$ cat src/rtl/io_read_port_ctrl.sv
// Processor read path for the UART SoC: port mux, sticky RX/TX/overrun flags
// with clear-on-read, interrupt mask and a request/acknowledge handshake.
module io_read_port_ctrl #(
   parameter int         DATA_W    = 8,
   parameter logic [3:0] RX_PORT   = 4'h0,
   parameter logic [3:0] STAT_PORT = 4'h1,
   parameter logic [3:0] MASK_PORT = 4'h2
) (
   input  logic              CLK,
   input  logic              RESET,
   input  logic [3:0]        PORT_ID,
   input  logic              READ_STROBE,
   input  logic              WRITE_STROBE,
   input  logic [15:0]       OUT_PORT,
   input  logic [DATA_W-1:0] RX_DATA,
   input  logic              RX_RDY,
   input  logic              TX_RDY,
   input  logic              INTERRUPT_ACK,
   output logic [15:0]       IN_PORT,
   output logic              INTERRUPT
);

   typedef enum logic {IDLE, REQ} state_t;

   state_t            state;
   state_t            state_nxt;
   logic [DATA_W-1:0] rx_hold;
   logic              rxf;
   logic              txf;
   logic              ovf;
   logic              en_rx;
   logic              en_tx;
   logic              tx_rdy_q;
   logic              rd_rx;
   logic              rd_stat;
   logic              wr_mask;
   logic              tx_rise;
   logic              ev;

   assign rd_rx   = READ_STROBE && (PORT_ID == RX_PORT);
   assign rd_stat = READ_STROBE && (PORT_ID == STAT_PORT);
   assign wr_mask = WRITE_STROBE && (PORT_ID == MASK_PORT);
   assign tx_rise = TX_RDY && !tx_rdy_q;
   assign ev      = (RX_RDY && en_rx) || (tx_rise && en_tx);

   always_ff @(posedge CLK) begin
      if (RESET) begin
         rx_hold  <= '0;
         rxf      <= 1'b0;
         txf      <= 1'b0;
         ovf      <= 1'b0;
         en_rx    <= 1'b0;
         en_tx    <= 1'b0;
         tx_rdy_q <= 1'b1;
      end else begin
         tx_rdy_q <= TX_RDY;
         // Every flag: a set in the same cycle as its clearing read wins.
         if (RX_RDY) begin
            rx_hold <= RX_DATA;
            rxf     <= 1'b1;
         end else if (rd_rx) begin
            rxf <= 1'b0;
         end
         if (RX_RDY && rxf && !rd_rx) begin
            ovf <= 1'b1;
         end else if (rd_stat) begin
            ovf <= 1'b0;
         end
         if (tx_rise) begin
            txf <= 1'b1;
         end else if (rd_stat) begin
            txf <= 1'b0;
         end
         if (wr_mask) begin
            en_tx <= OUT_PORT[1];
            en_rx <= OUT_PORT[0];
         end
      end
   end

   always_ff @(posedge CLK) begin
      if (RESET) begin
         state <= IDLE;
      end else begin
         state <= state_nxt;
      end
   end

   // Events arriving while a request is pending merge into it.
   always_comb begin
      state_nxt = state;
      case (state)
         IDLE: begin
            if (ev) begin
               state_nxt = REQ;
            end
         end
         REQ: begin
            if (INTERRUPT_ACK && !ev) begin
               state_nxt = IDLE;
            end
         end
         default: state_nxt = IDLE;
      endcase
   end

   assign INTERRUPT = (state == REQ);

   always_comb begin
      IN_PORT = 16'h0000;
      if (PORT_ID == RX_PORT) begin
         IN_PORT[DATA_W-1:0] = rx_hold;
      end else if (PORT_ID == STAT_PORT) begin
         IN_PORT[2:0] = {ovf, txf, rxf};
      end else if (PORT_ID == MASK_PORT) begin
         IN_PORT[1:0] = {en_tx, en_rx};
      end
   end

endmodule

$ cat config.mk
export PLATFORM = sky130hd
export DESIGN_NAME = io_read_port_ctrl
export DESIGN_NICKNAME = d
export VERILOG_FILES = /design/src/rtl/io_read_port_ctrl.sv
export SDC_FILE = /design/constraint.sdc
export NUM_CORES = 1
export LEC_CHECK = 0
export ABC_AREA = 1
export BUFFER_PORTS_ARGS = -buffer_cell sky130_fd_sc_hd__buf_2
export CAP_MARGIN = 20
export CORE_MARGIN = 2
export CORE_UTILIZATION = 42
export DETAILED_ROUTE_END_ITERATION = 16
export PLACE_DENSITY = 0.8
export SLEW_MARGIN = 20
export SYNTH_ARGS = -nofsm -noshare
export SYNTH_HDL_FRONTEND = slang
export SYNTH_SLANG_ARGS = --single-unit
$ cat constraint.sdc
create_clock -name CLK -period 1.9 [get_ports CLK]
set_input_delay 0.475 -clock CLK [delete_from_list [all_inputs] [get_ports CLK]]
set_output_delay 0.475 -clock CLK [all_outputs]
set_load 0.01 [all_outputs]
# Word-level counts from Yosys, hierarchy flattened
# Cells that the tools add are included.
[op_classes]
bitwise_logic = 1
muxes = 13
eq_ne = 2
n_reduce_logical = 17
[ops]
columns = ["op", "count"]
rows = [
  ["logical AND 1 bit", 9],
  ["two-way mux 1 bit", 8],
  ["nonzero test 2 bit", 3],
  ["two-way mux 5 bit", 1],
  ["== test 4 x 1 -> 1 bit (second input constant)", 1],
  ["== test 4 x 2 -> 1 bit (second input constant)", 1],
  ["logical NOT 4 bit", 1],
  ["two-way mux 2 bit", 2],
  ["logical NOT 1 bit", 3],
  ["two-way mux 3 bit", 1],
  ["case mux 1 bit (2 select lines)", 1],
  ["logical OR 1 bit", 1],
  ["NOT 1 bit", 1],
]
[word_totals]
regBits = 15
output_inout_bits = 17
wordCells = 41

# Longest topological paths before layout
[logic_depth]
word_depth = 8
ltp_mapped = 5
depth_no_buf = 5

# Worst setup path after synthesis
# OpenSTA, ideal clock, no wires.
[synth_timing]
kind = "in2out"
startpoint = "input port PORT_ID[3]"
endpoint = "output port IN_PORT[3]"
slack_ns = 0.408
required_time_ns = 1.425
stages = 4
arrival_time_ns = 1.017
path_cell_list = "nor2_4 -> buf_6 -> nand2_1 -> nor2_1"
[synth_via]
elab_chain_len = 2
[synth_lines]
columns = ["element", "line_no", "rtl"]
rows = [
  ["from (decl)", "11", "input logic [3:0] PORT_ID,"],
  ["logical NOT 4 bit", "111", "if (PORT_ID == RX_PORT) begin"],
  ["two-way mux 5 bit", "111", ""],
  ["to (decl)", "19", "output logic [15:0] IN_PORT,"],
]
# No other way between the ends.

# Worst setup path after layout
[layout_timing]
startpoint = "input port PORT_ID[0]"
endpoint = "output port IN_PORT[1]"
[layout_via]
elab_chain_len = 4
word_cells_on_any_way = 6
[layout_lines]
columns = ["element", "line_no", "rtl"]
rows = [
  ["== test 4 x 2 -> 1 bit", "115", "end else if (PORT_ID == MASK_PORT) begin"],
  ["two-way mux 2 bit", "115", ""],
  ["two-way mux 2 bit", "113", "end else if (PORT_ID == STAT_PORT) begin"],
  ["two-way mux 3 bit (*)", "111", ""],
]
# Every way passes the cells marked *; elsewhere a longest branch is shown, timed or not.

==> results.md <==
* Cell Area, Placed at 868.3 um^2
* CTS tree: done
* Fin crit period at 1.637 ns
* Worst Path Max Fanout at 4
* CTS buffer count at 3
* Syn-to-layout area delta at 21.39%
* Highest clock rate at 0.6108 GHz
* Mapped Area at 737.0 um^2
* Post-Route WL at 1.399 mm
* Max-cap violations at 0
* Largest net degree at the start of global routing at 15
* Final Cell Area at 894.6 um^2
* CP Class: input pin to output pin
* Buffers added on ports at 29
* First-pass GRT wire length at 2.235 mm
* Worst-Skew Late Latency at 0.28 ns
* PwrDens at 682.8 mW/mm^2
* Clock Skew at 0.004324 ns
* Final setup violation count at 0
* IO Pins at 52
* Initial antenna violation count at 0
* Vias per Instance at 4.795
* Buffers & Inverters on Critical Path at 3
* Mapped Avg Cell Area at 7.225 um^2
* Worst VDD drop at 0.3869 mV
* Kind of cell adding the most delay to the critical path: buffers and inverters
* Remaining global-route overflow at 0
* Crit path DAT at 1.16 ns
* Final hold violation count at 0
* Crit end category: output pin
* DIE WIDTH at 45.89 um
* Die Span Y at 45.89 um
* CP max-delay cell: buf_4
* Outcome: finished, final reports clean
* Non-Filler Instances at 151
* Clk slew on worst S/H paths at 0.09 ns
* Synth cell types at 16
* Die ar. at 0.002106 mm^2
* CP max stage delay at 0.14 ns
* Cell count after placement at 147
* N_diodes at 0
* Site Rows at 15
* Setup TNS at 0 ns
* Vias in the first global route at 605
* Hold Crit Class: input pin to flip-flop
* DRT antenna net count at 0
* CP required at 1.42 ns
* Core area at 0.001689 mm^2
* H-Tree Depth at 1
* Setup bufs post-CTS at 0
* GRT Total Usage at 14.66%
* Slew Viols, Final at 0
* Synth Instances at 102
* Seq cells post-synth at 15
* Final net count at 170
* CTS resizes at 0
* DRC violations left at 0
* DRT iter0 DRCs at 13
* DR WL/cell at 9.265 um
* Max Root-Sink Buffers at 2
* CTS Hold Bufs at 0
* Final Wtd Congestion at 0.7239
* Leak at 0.4576 nW
* Initial core utilization at 43.63%
* Via count at 724
* Layout Utilization at 52.96%
* Cell Chain, Critical Path: buf_2 -> nor2_1 -> buf_4 -> nand3_1 -> nand3_1 -> buf_2
* DRT Pass-1 Iters at 5
* Number of warnings issued by yosys at 0
* Share of layout cells above drive strength 1 at 29.10%
* Post-synthesis sequential area ratio at 40.75%
* Fin crit share at 86.16%
* Setup crit start kind: input pin
* RSZ-0062 raised after global routing: false
* Total clock sinks at 15
* Root buffer cell: clkbuf_4
* Dpl hpwl at 1.095 mm
==> registers in the layout, indices dropped and copies added, names as in the netlist <==
signal / flops
txf: 1
en_tx: 1
INTERRUPT: 1
rxf: 1
rx_hold: 8
en_rx: 1
ovf: 1
tx_rdy_q: 1
==> cell usage after synthesis <==
master	n	area, um^2
inv_1	12	45.04
a21oi_1	10	50.05
buf_4	9	67.56
o21ai_0	8	40.04
nor2_4	2	22.52
nor2_2	1	6.260
a31oi_1	1	6.260
nor2_1	12	45.04
clkbuf_2	1	5.000
nand3_1	14	70.07
nand4_1	2	12.51
conb_1	1	3.750
buf_6	1	11.26
or2_2	1	6.260
nand2_1	12	45.04
dfxtp_1	15	300.3
==> worst paths after layout <==
check | from | end | slack, ns | depth (start not counted)
worst max register to register | rxf$_SDFFE_PP0P_ | ovf$_SDFFE_PP0P_ | 1.19 | 4
worst min register to register | rx_hold[6]$_SDFFE_PP0P_ | rx_hold[6]$_SDFFE_PP0P_ | 0.46 | 2
worst min-delay path | TX_RDY | tx_rdy_q$_SDFF_PP1_ | 0.40 | 2
worst max-delay path | PORT_ID[0] | IN_PORT[1] | 0.26 | 6
==> layout by cell type, fill, tap and decap left out <==
cell      instances
dfxtp_1          15
inv_1            12
nand2_1          12
a31oi_1           1
clkbuf_4          3
conb_1            8
buf_4             3
nor2_2            1
a21oi_1          10
buf_2            29
nand3_1          14
nand4_1           2
or2_2             1
nor2_4            2
nor2_1           12
o21ai_0           8
clkbuf_1          1
==> through the flow <==
| step | worst slack (ns) | hold slack (ns) | total power [mW] |
|---|---|---|---|
| final | 0.2629 | 0.4041 | 0.6109 |
| after global routing | 0.1527 | 0.4226 | 0.6362 |
| after CTS | 0.2552 | 0.3997 | 0.6129 |
| after global placement | 0.2711 | 0.4384 | 0.4312 |
| after floorplan | 0.4075 | 0.4297 | 0.4101 |
| after detailed placement | 0.2619 | 0.4466 | 0.4339 |
==> kinds of logic (layout without fill, tap and decap cells) <==
family	Yosys count	after routing	share of synthesized area, %
AND/OR/NAND/NOR	44	44	28.18
buffers and inverters	23	48	17.49
AO/OA/AOI/OAI	19	19	13.07
flip-flops	15	15	40.75
other	1	8	0.5088
==> final cells by class <==
cell class / instances / area [um^2]
Multi-Input combinational cell: 71 / 334.1
Timing Repair Buffer: 32 / 167.7
Clock buffer: 4 / 26.28
Fill cell: 157 / 794.5
Tap cell: 17 / 21.27
Inverter: 12 / 45.04
Sequential cell: 15 / 300.3
==> routing by layer <==
metal  vias up  wire (um)  part of all wire, %  GRT usage (%)
li1        376          -                    -              -
met1       317        615                   44          17.43
met2        27        665                   48          25.28
met3         4         86                  6.1          2.381
met4         0         31                  2.2          6.857
met5         -          0                    0              0
==> power by group <==
part / internal [mW] / switching [mW] / total [mW]
clock: 0.0815 / 0.103 / 0.184
combinational: 0.0361 / 0.0516 / 0.0877
sequential: 0.332 / 0.00698 / 0.339
No activity file was read; power rests on OpenSTA's default activity.
